File: config.mk
export PLATFORM = sky130hd
export DESIGN_NAME = decode_fq
export DESIGN_NICKNAME = d
export VERILOG_FILES = /design/src/rtl/decode_fq.sv
export SDC_FILE = /design/constraint.sdc
export NUM_CORES = 1
export LEC_CHECK = 0
export CORE_ASPECT_RATIO = 1.4
export CORE_UTILIZATION = 47
export CTS_BUF_LIST = sky130_fd_sc_hd__clkbuf_16
export DETAILED_ROUTE_END_ITERATION = 10
export MAX_ROUTING_LAYER = met4
export PLACE_DENSITY = 0.77
export SLEW_MARGIN = 20
export SYNTH_ARGS = -nofsm -noshare
export SYNTH_HDL_FRONTEND = slang
export SYNTH_SLANG_ARGS = --single-unit
File: constraint.sdc
create_clock -name clk -period 17.08 [get_ports clk]
set_clock_uncertainty 0.2 [all_clocks]
set_input_delay 3.416 -clock clk [delete_from_list [all_inputs] [get_ports clk]]
set_output_delay 3.416 -clock clk [all_outputs]
set_load 0.1 [all_outputs]
File: src/rtl/decode_fq.sv
// Fetch-to-decode parcel queue: circular buffer of 16-bit parcels with their PCs,
// accepting up to NP parcels per beat and presenting one pre-decoded head parcel.
module decode_fq #(
   parameter int RV    = 32,
   parameter int DEPTH = 4,
   parameter int NP    = 2
) (
   input  logic                         clk,
   input  logic                         reset,
   input  logic                         f_valid,
   output logic                         f_ready,
   input  logic [16*NP-1:0]             f_data,
   input  logic [RV-1:0]                f_pc,
   input  logic                         f_skip,
   input  logic                         flush,
   output logic                         d_valid,
   input  logic                         d_ready,
   output logic [15:0]                  d_ins,
   output logic [RV-1:0]                d_pc,
   output logic                         d_ctl,
   output logic                         d_illegal,
   output logic [$clog2(DEPTH+1)-1:0]   count
);
   localparam int AW = $clog2(DEPTH);
   localparam int CW = $clog2(DEPTH+1);

   typedef struct packed {
      logic [15:0]   ins;
      logic [RV-1:0] pc;
   } entry_t;

   entry_t          mem [DEPTH];
   logic [AW-1:0]   rd_ptr, wr_ptr;
   logic [CW-1:0]   count_q;
   logic [CW:0]     free_slots;
   logic            skip, push, pop;
   logic [CW-1:0]   n_push;
   logic [RV-1:0]   base_pc;
   entry_t          head;

   // Compressed/full-length control-transfer pre-decode of a single parcel.
   function automatic logic is_ctl(input logic [15:0] i);
      logic r;
      r = 1'b0;
      case (i[1:0])
         2'b00: r = (i[15:14] == 2'b10);
         2'b01: r = (i[15:13] == 3'b001) || (i[15:13] == 3'b101) ||
                    (i[15:14] == 2'b11);
         2'b10: r = (i[15:13] == 3'b100) && (i[6:2] == 5'd0);
         2'b11: r = (i[15:14] == 2'b11);
         default: r = 1'b0;
      endcase
      return r;
   endfunction

   assign free_slots = (CW+1)'(DEPTH) - {1'b0, count_q};
   assign f_ready    = free_slots >= (CW+1)'(NP);
   assign skip       = (NP == 2) && f_skip;
   assign push       = f_valid && f_ready && !flush;
   assign pop        = d_valid && d_ready && !flush;
   assign n_push     = skip ? CW'(1) : CW'(NP);
   assign base_pc    = f_pc & ~RV'(1);

   // Skipped beats shift parcel 1 down into the slot parcel 0 would have used.
   always_ff @(posedge clk) begin
      if (push) begin
         for (int k = 0; k < NP; k++) begin
            if (!(skip && k == 0)) begin
               mem[wr_ptr + AW'(k) - AW'(skip)] <= '{ins: f_data[16*k +: 16],
                                                       pc:  base_pc + RV'(2*k)};
            end
         end
      end
   end

   always_ff @(posedge clk) begin
      if (reset) begin
         rd_ptr  <= '0;
         wr_ptr  <= '0;
         count_q <= '0;
      end else if (flush) begin
         rd_ptr  <= wr_ptr;
         count_q <= '0;
      end else begin
         if (push) wr_ptr <= wr_ptr + AW'(n_push);
         if (pop)  rd_ptr <= rd_ptr + AW'(1);
         count_q <= count_q + (push ? n_push : CW'(0)) - CW'(pop);
      end
   end

   assign head      = mem[rd_ptr];
   assign count     = count_q;
   assign d_valid   = (count_q != '0);
   assign d_ins     = head.ins;
   assign d_pc      = head.pc;
   assign d_ctl     = d_valid && is_ctl(head.ins);
   assign d_illegal = d_valid && (head.ins == 16'h0000);
endmodule

==> results.toml, run 1 <==
[sta]
hold-worst-slack_ps = 399
fin_ws_ps = 9470
finalHoldViolCount = 0
maxSlewViolCount = 0
finalSetupViolCount = 0
slew_headroom_pct = 30.7
fmax_mhz = 131
worst_pin_slew_ps = 1040
rsz0062_at_grt = "false"
min_period_ps = 7610
finalCritPeriodShare_pct = 44.6
tns_ps = 0

[routing]
drt_iter0_drc = 657
drtAntennaViolNets = 0
vias_per_cell = 5.64
drc_errors = 0
drt_wl_total_mm = 26.0
avgRoutedWirePerCell_um = 20.2
dr.pass1.iters = 6
vias = 7252

[clock_tree]
cts_max_level = 4
clk_latency_ps = 420
clockRootBuffer = "clkbuf_16"
tritoncts = "built"
cts_buffer_depth = 2
postCtsHoldBufs = 0
numCtsBuffers = 17
cts_sinks = 197
cts_setup_buffers = 0
cts_resized = 0
cts.clk_slew.worst_paths_ps = 70

[yosys]
netlist_instances = 891
synth_top_flop_cell = "edfxtp_1"
ys_ff_latch = 197
ys_types = 53
synth.avg_cell_area_um2 = 12.2
syn_nets = 972
syn-cell-area_um2 = 10800
seq_area_frac_synth_pct = 53.7
synth_edf_count = 188
ys_async_sr_fraction_pct = 0
yosysWarningCount = 0

[grt]
grt_max_degree = 48
grt_pass1_vias = 7260
grt_use_total_pct = 23.4
grt-ovfl-total = 0
antenna_found_initial = 0
grt_pass1_wl_mm = 39.8

[critical_path]
worstPathArrival_ps = 4000
crit_chain = "buf_4, mux4_2, nor4_1, nand2_1, a311oi_1, clkdlybuf4s50_1"
critPathCaptureType = "output pin"
worst_path_max_delay_cell = "clkdlybuf4s50_1"
worst-setup-path-type = "reg2out"
crit_required_ps = 13460
start_kind = "register"
crit_fanout = 25
cpPeakStageDelay_ps = 1190

[cells_and_area]
antenna_cells = 0
layout-drive-gt1-share_pct = 14.1
final_cell_mix = "nand2_1, edfxtp_1, clkdlybuf4s50_1"
mostFrequentLayoutCell = "nand2_1"
area_growth_pct = 18.0
final_nets = 1052
finish.utilization_pct = 56.6

[die]
io_pins = 125
coreArea_um2 = 22600
start_util_pct = 47.9
row_count = 65
die_x_um = 130
die_area_um2 = 23700
die_y_um = 182

[placed_design]
pre_cts_ws_ps = 9790
port_buffers = 122
hpwl_mm = 16.1
place_congestion = 0.781

[power_and_ir_drop]
peakVddDrop_mv = 0.0681
power-per-cell-area_nw_per_um2 = 98.3
leakage_nw = 4.30

[min_path]
hp-class = "reg2reg"

[run_status]
status = "completed"

[run]
cap_violations = 0
## sequential cells by signal, summed over array words and instances, names as in the netlist, named ones only
signal,cells
rd_ptr,2
wr_ptr,2
count,3
mem,188
## report_power, final
| part | leakage (nW) | internal (W) | switching [W] |
|---|---|---|---|
| sequential | 1.79 | 0.000562 | 0.00000993 |
| clock | 0.273 | 0.000191 | 0.000186 |
| combinational | 2.23 | 0.0000897 | 0.000218 |
| total | 4.30 | 0.000843 | 0.000415 |
## routing by layer
metal / vias up / share of wire (%) / track usage, %
li1: 3353 / - / -
met1: 3620 / 39 / 27.1
met2: 240 / 54 / 41.0
met3: 39 / 4.7 / 3.24
met4: 0 / 2.2 / 8.23
met5: - / 0 / -
## synth_stat cells, types with 5 or more instances
| master | n | area [um2] |
|---|---|---|
| nor3_1 | 16 | 80.1 |
| xor2_1 | 43 | 377 |
| nand3_1 | 18 | 90.1 |
| nand4_1 | 34 | 213 |
| and3_1 | 7 | 43.8 |
| mux4_2 | 47 | 1060 |
| clkbuf_1 | 24 | 90.1 |
| dfxtp_1 | 9 | 180 |
| nor4_1 | 11 | 68.8 |
| inv_1 | 12 | 45.0 |
| nor2_1 | 12 | 45.0 |
| nand2_1 | 244 | 916 |
| xnor2_1 | 87 | 762 |
| buf_4 | 5 | 37.5 |
| edfxtp_1 | 188 | 5650 |
| buf_1 | 6 | 22.5 |
| buf_2 | 37 | 185 |
| ha_1 | 10 | 125 |
| nor4_2 | 22 | 275 |
## kinds of logic (layout without fill, tap and decap cells)
group	after synthesis	count (layout)	share of synthesized area, %
fa+ha+maj	11	11	1.34
buf+inv	92	185	4.10
simple gates	391	391	18.5
flops	197	197	53.7
compound gates	21	21	1.93
mux	48	48	9.86
xor+xnor	130	130	10.5
other cells	1	1	0.0346
## stage by stage
step	instances	area, um2	total power [W]
after floorplan	891	10800	0.000808
after global placement	1252	12200	0.000887
after detailed placement	1252	12200	0.000891
after CTS	1284	12700	0.00126
after global routing	1285	12800	0.00130
final	1285	12800	0.00126
## worst paths after layout
| kind | startpoint | endpoint | slack, ps | depth (start not counted) |
|---|---|---|---|---|
| worst max register to register | count[0] | mem[2][39] | 13270 | 8 |
| worst min-delay path | count[2] | count[2] | 400 | 2 |
| worst max-delay path | register | d_ctl | 9470 | 6 |
| worst min register to register | count[2] | count[2] | 400 | 2 |
## area by class of cell
cell class                 count  area [um2]
clock buffer                  17         425
multi-input combinational    602        4610
timing repair buffer         140        1380
sequential                   197        5830
clock inverter                15         120
tap                          301         377
inverter                      13        48.8
fill                        1888        9820
## critical path: cells and delay by family (launching register included)
kind,cells,cell delay [ps]
AOI/OAI and AO/OA,1,300
buffers and inverters,2,1670
DFF,1,770
muxes,1,380
and+or+nand+nor,2,430
Note: power is estimated with default switching activity, not from simulation.
==> run 2, diff against run 1 <==
- PLACE_DENSITY: 0.77 -> 0.79
- clock period: 17.08 -> 6.9 ns (I/O delays scaled with it)
==> results.toml, run 2 (synthesized netlist as in run 1, its figures left out) <==
[run_status]
status = "completed"

[sta]
finalCritPeriodShare_pct = 76.6
fmax_mhz = 189
finalSetupViolCount = 0
rsz0062_at_grt = "false"
worst_pin_slew_ps = 1020
finalHoldViolCount = 0
slew_headroom_pct = 31.5
maxSlewViolCount = 0
min_period_ps = 5290

[routing]
drc_errors = 0
drtAntennaViolNets = 0
drt_wl_total_mm = 26.3
avgRoutedWirePerCell_um = 20.4
drt_iter0_drc = 657
vias_per_cell = 5.68
dr.pass1.iters = 5
vias = 7322

[min_path]
hold_start = "wr_ptr[0]"
hold_path_end = "wr_ptr[0]"
hp-class = "reg2reg"
hold_path_depth = 2

[power_and_ir_drop]
power-per-cell-area_nw_per_um2 = 248
pwr-share-comb_pct = 23.9
total_power_w = 0.00319
leakage_nw = 4.32
peakVddDrop_mv = 0.206
switching_power_w = 0.00108
p_int_w = 0.00211
switching_share_pct = 33.8
sequentialPowerShare_pct = 44.6
pwr-share-clk_pct = 31.5

[cells_and_area]
nFillCells = 1800
mostFrequentLayoutCell = "nand2_1"
area_growth_pct = 18.6
layout-drive-gt1-share_pct = 14.6
regArea_um2 = 5830
multi_input_area_um2 = 4610
finish.utilization_pct = 56.8
largest_reg_flops = 188
antenna_cells = 0
final_nets = 1055
top_register = "mem"
final_cell_mix = "nand2_1, edfxtp_1, clkdlybuf4s50_1"

[grt]
grt_use_total_pct = 23.5
antenna_found_initial = 0
top_usage_layer = "met2"
grt_max_degree = 37
grt_util_met3_pct = 3.06
globalRouteMet2Util_pct = 42.2
grt-ovfl-total = 0
met1_usage_pct = 26.9
grt_pass1_wl_mm = 40.1
grt_pass1_vias = 7426

[die]
die_x_um = 130
row_count = 65
die_y_um = 182
io_pins = 125
coreArea_um2 = 22600
die_area_um2 = 23700
start_util_pct = 47.9

[clock_tree]
clk_latency_ps = 420
cts.clk_slew.worst_paths_ps = 80
cts_max_level = 4
cts_sinks = 197
postCtsHoldBufs = 0
clockRootBuffer = "clkbuf_16"
cts_buffer_depth = 2
numCtsBuffers = 17
cts_resized = 0
cts_setup_buffers = 0
tritoncts = "built"

[placed_design]
hpwl_mm = 17.1
place_congestion = 0.783
port_buffers = 122

[run]
cap_violations = 0

[critical_path]
worstPathArrival_ps = 3710
critPathCaptureType = "output pin"
reg2reg_from = "count[1]"
crit_fanout = 28
rrSetupSlack_ps = 3140
start_kind = "register"
r2r-end = "mem[2][32]"
worst-setup-path-type = "reg2out"
r2r_cells = 8
crit_required_ps = 5320
run 2: how the worst max path moves through the flow:
stage              from         end  slack (ps)  cells after the start
2_1_floorplan  count[0]  mem[1][10]        -830                      6
3_3_place_gp     f_skip  mem[2][32]        1750                      8
3_5_place_dp     f_skip  mem[2][32]        1690                      8
4_1_cts        register       d_ctl        1530                      5
5_1_grt        register       d_ctl        1440                      5
6_report       register       d_ctl        1610                      5
run 2: metal layers:
layer | vias to the layer above | wire length, um
li1 | 3361 | -
met1 | 3634 | 9800
met2 | 293 | 14500
met3 | 34 | 1610
met4 | 0 | 376
met5 | - | 0
run 2: per-stage QoR:
step | cells | hold slack (ps) | setup WS (ps) | cell area [um2] | setup TNS (ps)
after detailed placement | 1256 | 366 | 1690 | 12200 | 0
after global placement | 1256 | 346 | 1750 | 12200 | 0
after floorplan | 891 | 303 | -829 | 10800 | -77960
after CTS | 1288 | 378 | 1530 | 12800 | 0
final | 1288 | 369 | 1610 | 12900 | 0
after global routing | 1288 | 415 | 1440 | 12900 | 0
run 2: power by group through the flow:
stage / sequential (W) / combinational [W] / clock, W
detailed placement: 0.00145 / 0.000760 / 0
global placement: 0.00145 / 0.000750 / 0
finish: 0.00142 / 0.000760 / 0.00100
CTS: 0.00142 / 0.000763 / 0.00101
floorplan: 0.00144 / 0.000556 / 0
global route: 0.00143 / 0.000793 / 0.00106
run 2: critical path: stages (launching register included):
cell             delay, ps
dfxtp_4                740
mux4_2                 600
nor4_1                 310
nand2_1                150
a311oi_1               300
clkdlybuf4s50_1       1180
run 2: cell type report:
type,count,share of cell area [%]
flip-flops and latches,197,45.4
multi-input cells,602,35.9
repair buffers,143,10.7
clock buffers,17,3.31
well taps,301,2.93
clock inverters,15,1.41
inverters,13,0.380
==> variant, RTL diff (flow settings as in run 1) <==
Change the parameter `NP` from 2 to 4.
--- a/src/rtl/decode_fq.sv
+++ b/src/rtl/decode_fq.sv
@@ -3,7 +3,7 @@
 module decode_fq #(
    parameter int RV    = 32,
    parameter int DEPTH = 4,
-   parameter int NP    = 2
+   parameter int NP    = 4
 ) (
    input  logic                         clk,
    input  logic                         reset,
Interface: changed (resized f_data); port bits go from 125 to 157. The function was not compared with the original's and may differ.
==> variant against run 1 <==
  * Setup slack lost 0.58 ns
  * Sequential cell count shrank 4
  * Area after synthesis shrank 19%
  * Routed wire length shrank 29%
  * Sequential share of layout area grew 5.9 points
  * Critical path depth shrank 1
  * Design area shrank 13%
  * Die area shrank 19%
  * Critical path type unchanged
  * Critical endpoint unchanged
  * Largest cell class unchanged
Power is not compared: it rests on default switching activity, and its combinational part moved more than twofold at a synthesized area within 25%.
==> variant: results (changes against run 1) <==
Synth area leaders: edfxtp_1 (64%), mux4_2 (10%), xnor2_1 (5.5%) (was edfxtp_1 (52%), mux4_2 (9.8%), nand2_1 (8.4%))
Inst Count DP: 899 (was 1252)
FF-to-FF setup slack: 13.92 ns (was 13.27 ns)
Syn Inst Count: 542 (was 891)
Largest net degree at the start of global routing: 86 (was 48)
DPL Wire Length: 12700 um (was 16100 um)
Placed cell areas: 10500 um^2 (was 12200 um^2)
Top cells by count, synth: edfxtp_1 (186), xnor2_1 (55), mux4_2 (39), xor2_1 (36), nand3_1 (22) (was nand2_1 (244), edfxtp_1 (188), xnor2_1 (87), mux4_2 (47), xor2_1 (43))
Met2 wire length: 10100 um (was 14000 um)
Max FFs per register: 186 (was 188)
Post-DR vias/cell: 5.56 (was 5.64)
Drt first pass iters: 4 (was 6)
GRT Util Overall: 20.6% (was 23.4%)
First-pass GRT wire length: 28800 um (was 39800 um)
Port bufs: 153 (was 122)
Crit Path Max Fanout: 47 (was 25)
Hold path start: rd_ptr[1] (was count[2])
Vias in the first global route: 5411 (was 7260)
Register bit count reported by yosys: 193 (was 197)
Cell variety after synth: 43 (was 53)
Status: finished clean (unchanged)
Mapped Nets: 651 (was 972)
Routed WL per cell: 19.8 um (was 20.2 um)
Reg2reg end: mem[3][12] (was mem[2][39])
Drt first-iter violations: 407 (was 657)
Post-synth EDFFs: 186 (was 188)
variant: changes by cell type in the layout (fill, tap and decap cells not counted), sizes merged, moves of 5 or more:
| cell | change |
|---|---|
| buf | -14 |
| clkdlybuf4s50 | +31 |
| nand2 | -224 |
| xnor2 | -32 |
| bufinv | +5 |
| nand4 | -16 |
| xor2 | -7 |
| nor4 | -21 |
| nor2 | +5 |
variant: worst max path at each step:
stage	end	startpoint	slack, ns
finish	d_ctl	register	8.89
global route	d_ctl	register	8.58
CTS	d_ctl	register	8.74
detailed placement	d_ctl	register	9.20
global placement	d_ctl	register	9.37
floorplan	mem[0][10]	flush	3.52
variant: layout make-up:
cell class	count	area (um^2)
Multi-Input combinational cell	295	2830
Inverter	14	52.6
Timing Repair Buffer	157	1560
Sequential cell	193	5730
Clock inverter	15	229
Clock buffer	17	425
Fill cell	1356	7010
Tap cell	240	300
variant: power groups by stage:
stage,Combinational [mW],Sequential [mW],Clock [mW]
2_1_floorplan,0.0930,0.571,0
5_1_grt,0.149,0.556,0.461
3_5_place_dp,0.142,0.565,0
3_3_place_gp,0.139,0.563,0
6_report,0.143,0.554,0.437
4_1_cts,0.143,0.554,0.446
variant: cell families after synthesis:
group | count (synthesis) | share of synthesized area, %
simple gates | 144 | 9.31
flops | 193 | 65.3
other cells | 1 | 0.0427
fa+ha+maj | 7 | 0.998
buf+inv | 54 | 2.70
mux | 47 | 12.2
xor+xnor | 91 | 9.08
compound gates | 5 | 0.371
variant: layer usage:
| metal | global-route usage (%) | vias up |
|---|---|---|
| li1 | - | 2366 |
| met1 | 22.5 | 2597 |
| met2 | 37.2 | 182 |
| met3 | 4.36 | 27 |
| met4 | 6.82 | 0 |
| met5 | - | - |
variant: stage by stage:
step	utilization (%)	total power, mW
2_1_floorplan	-	0.664
3_3_place_gp	57.7	0.702
3_5_place_dp	57.7	0.707
4_1_cts	61.3	1.14
5_1_grt	61.3	1.17
6_report	61.3	1.13
variant: critical path, stage by stage (launching register included):
cell and delay [ns]:
dfxtp_4 0.99, mux4_1 0.69, nor4_1 0.69, a311oi_1 0.23, nor4_1 0.35, clkdlybuf4s50_1 1.19
